### src/rtl/clk_sw_ctrl.sv
// Glitch-free clock switch sequencer: gate off, move the mux, gate back on,
// with a programmable settle time in each phase.
module clk_sw_ctrl #(
    parameter bit DEFAULT_SEL = 1'b0,
    parameter int CNT_W       = 4
) (
    input  logic             clk,
    input  logic             rst,
    input  logic             gate_req,
    input  logic             sw_vld,
    input  logic             sw_sel,
    output logic             sw_rdy,
    input  logic [CNT_W-1:0] cfg_settle,
    output logic             gate_en,
    output logic             mux_sel,
    output logic             busy,
    output logic             sw_done
);

    typedef enum logic [1:0] {
        IDLE,
        GATE_OFF,
        SWITCH,
        GATE_ON
    } state_t;

    state_t           state, state_nx;
    logic [CNT_W-1:0] cnt, cnt_nx;
    logic [CNT_W-1:0] n_q, n_nx;
    logic             tgt, tgt_nx;
    logic             gate_nx;
    logic             mux_nx;
    logic             done_nx;
    logic             last;
    logic             accept;

    assign sw_rdy = (state == IDLE);
    assign busy   = (state != IDLE);
    assign accept = sw_vld && sw_rdy;
    assign last   = (cnt == '0);

    always_ff @(posedge clk) begin
        if (rst) begin
            state   <= IDLE;
            cnt     <= '0;
            n_q     <= '0;
            tgt     <= DEFAULT_SEL;
            gate_en <= 1'b0;
            mux_sel <= DEFAULT_SEL;
            sw_done <= 1'b0;
        end else begin
            state   <= state_nx;
            cnt     <= cnt_nx;
            n_q     <= n_nx;
            tgt     <= tgt_nx;
            gate_en <= gate_nx;
            mux_sel <= mux_nx;
            sw_done <= done_nx;
        end
    end

    // Counter is tested for zero before decrementing, so it never wraps.
    always_comb begin
        state_nx = state;
        cnt_nx   = cnt;
        n_nx     = n_q;
        tgt_nx   = tgt;
        gate_nx  = gate_en;
        mux_nx   = mux_sel;
        done_nx  = 1'b0;
        unique case (state)
            IDLE: begin
                gate_nx = gate_req;
                if (accept) begin
                    if (sw_sel == mux_sel) begin
                        done_nx = 1'b1;
                    end else begin
                        tgt_nx   = sw_sel;
                        n_nx     = cfg_settle;
                        cnt_nx   = cfg_settle;
                        gate_nx  = 1'b0;
                        state_nx = GATE_OFF;
                    end
                end
            end
            GATE_OFF: begin
                gate_nx = 1'b0;
                if (last) begin
                    mux_nx   = tgt;
                    cnt_nx   = n_q;
                    state_nx = SWITCH;
                end else begin
                    cnt_nx = cnt - 1'b1;
                end
            end
            SWITCH: begin
                if (last) begin
                    gate_nx  = gate_req;
                    cnt_nx   = n_q;
                    state_nx = GATE_ON;
                end else begin
                    gate_nx = 1'b0;
                    cnt_nx  = cnt - 1'b1;
                end
            end
            GATE_ON: begin
                gate_nx = gate_req;
                if (last) begin
                    done_nx  = 1'b1;
                    state_nx = IDLE;
                end else begin
                    cnt_nx = cnt - 1'b1;
                end
            end
            default: begin
                state_nx = IDLE;
            end
        endcase
    end

endmodule

### config.mk
export PLATFORM = sky130hd
export DESIGN_NAME = clk_sw_ctrl
export DESIGN_NICKNAME = d
export VERILOG_FILES = /design/src/rtl/clk_sw_ctrl.sv
export SDC_FILE = /design/constraint.sdc
export NUM_CORES = 1
export LEC_CHECK = 0
export ABC_AREA = 1
export CAP_MARGIN = 10
export CORE_MARGIN = 4
export CORE_UTILIZATION = 45
export CTS_BUF_LIST = sky130_fd_sc_hd__clkbuf_8
export CTS_CLUSTER_SIZE = 28
export DETAILED_ROUTE_END_ITERATION = 6
export GPL_TIMING_DRIVEN = 0
export PLACE_DENSITY = 0.83
export SKIP_CTS_REPAIR_TIMING = 1
export SYNTH_ARGS = -nofsm -noshare
export SYNTH_HDL_FRONTEND = slang
export SYNTH_SLANG_ARGS = --single-unit
### constraint.sdc
create_clock -name clk -period 1.35 [get_ports clk]
set_input_delay 0.135 -clock clk [delete_from_list [all_inputs] [get_ports clk]]
set_output_delay 0.135 -clock clk [all_outputs]
set_load 0.01 [all_outputs]
-- After elaboration in Yosys (flattened, before gate mapping)
Cells that the tools add are included.
- logic and storage cells: 47
- flip-flop bits (word level): 14
- reduce and logical (&&, ||, !) cells: 9
- mux-type cells: 19
- equality and inequality tests: 10
- bitwise logic cells: 1
- $add $sub $neg: 1
- operator list (cell ; count):
    $mux W4 ; 4
    $pmux W4 S3 ; 1
    $mux W2 ; 5
    $ne A2 B2 Y1 const B ; 5
    $pmux W2 S4 ; 1
    $mux W1 ; 6
    $reduce_and A3 Y1 ; 2
    $reduce_and A5 Y1 ; 1
    $eq A2 B2 Y1 const B ; 2
    $logic_not A4 Y1 ; 1
    $pmux W1 S4 ; 1
    $sub A4 B1 Y4 const B ; 1
    $eq A2 B1 Y1 const B ; 1
    $logic_not A2 Y1 ; 1
    $ne A2 B1 Y1 const B ; 1
    $pmux W1 S2 ; 1
    $reduce_and A2 Y1 ; 1
    $reduce_bool A2 Y1 ; 1
    $reduce_or A2 Y1 ; 1
    $eq A1 B1 Y1 ; 1
    $logic_and A1 B1 Y1 ; 1
    $not A1 Y1 ; 1

-- Depth between registers and ports, before layout
- word-level depth: 4
- gate-level depth with buffers: 9
- depth with buffers taken out: 9

-- Worst setup path after synthesis
OpenSTA, ideal clock, no wires.
- path kind: reg-to-reg
- start: register state[0]
- end: register cnt[2]
- data arrival time: 1.322 ns
- library setup time: 0.132 ns
- setup slack: -0.103 ns
- data required time: 1.218 ns
- cell stages (with the launch flop): 8
- buffers on the path: 1
- cells stage by stage: dfxtp_1 -> inv_1 -> ha_1 -> buf_2 -> inv_1 -> o21ai_0 -> o21ai_1 -> a21oi_2
- longest elaborated chain between the ends: 4
- ends and longest elaborated chain (item ; line ; source):
    start, declared ; 27 ; state_t state, state_nx;
    start signal, assigned ; 52 ; state <= state_nx;
    $logic_not A2 Y1 * ; 37 ; assign sw_rdy = (state == IDLE);
    named net sw_rdy ; 12 ; output logic sw_rdy,
    $logic_and A1 B1 Y1 ; 39 ; assign accept = sw_vld && sw_rdy;
    $ne A2 B1 Y1 (no source line) ; -- ;
    $reduce_and A3 Y1 (no source line) ; -- ;
    end signal, assigned ; 53 ; cnt <= cnt_nx;
    end, declared ; 28 ; logic [CNT_W-1:0] cnt, cnt_nx;
Mark *: on every way through the listed nets, which the timed path passes. The rest lies on a longest branch.
A chain may end at the register's enable or synchronous reset.

-- Worst setup path after layout
- start: register state[1]
- end: output port busy
- longest elaborated chain between the ends: 1
- ends and longest elaborated chain (item ; line ; source):
    $reduce_bool A2 Y1 ; 38 ; assign busy = (state != IDLE);
    end, declared ; 16 ; output logic busy,
Every way passes these cells.

==> flow_summary_export.csv <==
group,metric,value,unit
outcome,status,"finished, final reports clean",
drt,drtPass1Iterations,4,
sta,worstMarginPinSlew,0.490,ns
power,p_leak,0.482,nW
finish,area_delta_synth_final,34.3,%
min_path,hp-class,"input port to flip-flop",
clock_tree,tritoncts_num_sinks,14,
placement,dpl_cell_area,1020,um^2
drt,drtAntennaViolNets,0,
sta,hold_slack,0.292,ns
logic_synthesis,synth_cell_type_count,23,
floorplanning,core_area,1760,um^2
placement,pre_cts_ws,-0.224,ns
min_path,holdPathStages,2,
clock_tree,cts_buffers,3,
logic_synthesis,syn_avg_cell_area,7.11,um^2
sta,setup_slack,0.0279,ns
drt,drc_errors,0,
logic_synthesis,syn_area,861,um^2
placement,port_buffers,12,
finish,final_nets,155,
global_routing,grt_pass1_vias,751,
clock_tree,cts_tree,"built",
logic_synthesis,ys_warn_count,0,
logic_synthesis,synth_top_area_share,32.6,%
worst_setup_path,startpoint_type,"flip-flop",
placement,dp_hpwl,1380,um
floorplanning,dieArea,2680,um^2
sta,drv_slew,0,
worst_setup_path,r2r_end,"cnt[2]",
logic_synthesis,synthTopCellsByArea,"dfxtp_1 (33%), nand2_1 (11%), ha_1 (8.7%)",
worst_setup_path,reg2regPathDepth,9,
logic_synthesis,yosysSeqAreaShare,32.6,%
sta,max_freq,756,MHz
drt,drtIter0Drc,26,
global_routing,grt-ovfl-total,0,
finish,layout-drive-gt1-share,26.6,%
drt,wl,2130,um
logic_synthesis,netlist.top_cell.by_area,"dfxtp_1",
clock_tree,insertion_delay,0.25,ns
finish,multi_input_area,569,um^2
floorplanning,ios,14,
global_routing,grt_first_pass_wirelength,3160,um
finish,antenna_cells,0,
global_routing,globalRouteTotalUtil,15.9,%
worst_setup_path,r2r_slack,0.04,ns
floorplanning,fp.dieW,51.7,um
sta,period_minus_slack,1.32,ns
sta,fin_tns_setup,0,ns
global_routing,grt_max_degree,11,
min_path,worstHoldEndpoint,"tgt",
power,ir_drop,1150,uV
sta,hold_violations,0,
min_path,hold_start,"rst",
finish,regArea,285,um^2
logic_synthesis,synth-seq-cells,14,
power,powerDensity,2580,nW/um^2
clock_tree,path_clk_slew,0.06,ns
worst_setup_path,worstPathRequired,1.22,ns
worst_setup_path,r2r-start,"mux_sel",
worst_setup_path,crit_path_max_fanout,8,
worst_setup_path,critical_path.endpoint_type,"output port",
sta,layout_worst_path_cycle_share,97.9,%
clock_tree,cts_buffer_depth,2,
logic_synthesis,synth.net_count,136,
floorplanning,die_height,51.7,um
placement,placedCellCount,158,
finish,fillers,157,
floorplanning,rows,15,
worst_setup_path,crit_type,"flip-flop to output port",
global_routing,antenna_found_initial,0,
sta,fin_skew,0.00442,ns
run,maxCapViolations,0,
logic_synthesis,synthCells,121,
finish,final_area,1160,um^2
clock_tree,root_buffer,"clkbuf_8",
drt,num_vias,871,
placement,gp_congestion,0.825,
sta,slew-limit-headroom,67.4,%
finish,fin_util,65.5,%
sta,rsz0062_at_grt,"true",
finish,instances_no_fill,164,
power,power.total,2.99,mW
sta,setup_viol,0,
worst_setup_path,arrival,1.19,ns
drt,detail_route.wl_per_cell,13.0,um
drt,via_per_inst,5.31,
floorplanning,start_util,48.8,%
clock_tree,ctsHtreeMaxLevel,1,
[layout make-up]
type                       instances  area share [%]
buffer                             2            1.62
clock buffer                       4            4.76
inverter                          17            6.17
multi-input combinational         89            49.2
sequential                        14            24.7
tap                               25            2.71
timing repair buffer              13            10.8
[cells in the mapped netlist]
cell      instances
nand2_1          26
inv_1            16
dfxtp_1          14
nor2_1           13
a21oi_1          11
o21ai_0           7
ha_1              6
a21oi_2           4
nand2_4           4
nand3_1           3
o21ai_1           3
nor2_2            2
o211ai_1          2
a211oi_1          1
buf_2             1
clkbuf_1          1
inv_6             1
nand3_2           1
nor3_1            1
nor3b_1           1
o21ai_2           1
or2_2             1
xnor2_1           1
[logic make-up after synthesis]
kind of cell	after synthesis	synth area share, %
flops	14	32.6
simple gates	52	28.8
xor+xnor	1	1.02
compound gates	29	19.9
fa+ha+maj	6	8.72
buf+inv	19	9.01
[cell usage in the layout, fill, tap and decap left out, types with 4 or more instances in the layout]
cell,netlist,layout
dfxtp_1,14,10
inv_1,16,12
dfxtp_2,0,4
nand2_1,26,26
a21oi_2,4,4
o21ai_0,7,5
a21oi_1,11,11
clkdlybuf4s50_1,0,10
nor2_1,13,11
nor2_2,2,4
o21ai_1,3,4
clkbuf_8,0,4
[state kept, by name (all words and copies together), names as in the netlist]
register	cells
mux_sel	1
state	2
gate_en	1
n_q	4
tgt	1
cnt	4
sw_done	1
[worst max-delay path by stage]
stage | start | to | cells past startpoint
after global routing | mux_sel | cnt[2] | 9
after CTS | state[0] | busy | 5
after global placement | state[0] | busy | 5
final | state[1] | busy | 5
after detailed placement | state[0] | busy | 5
after floorplan | state[0] | state[0] | 6
[worst max-delay path: stages, from the launching register on]
cell	delay, ns
dfxtp_2	0.35
inv_2	0.06
ha_4	0.16
buf_8	0.14
inv_4	0.08
clkbuf_2	0.13
[power by group]
group | internal (mW) | total (mW) | switching (mW) | leakage, nW
Sequential | 0.562 | 0.675 | 0.114 | 0.116
Combinational | 0.778 | 1.89 | 1.11 | 0.337
Clock | 0.259 | 0.418 | 0.159 | 0.0288
[routing by layer]
layer | routed length, um | global-route usage (%) | vias to the layer above
met3 | 107 | 3.44 | 10
li1 | - | - | 425
met1 | 859 | 18.9 | 401
met4 | 80 | 7.86 | 0
met2 | 1090 | 26.7 | 35
met5 | 0 | 0 | -
No activity file was read; power rests on OpenSTA's default activity.
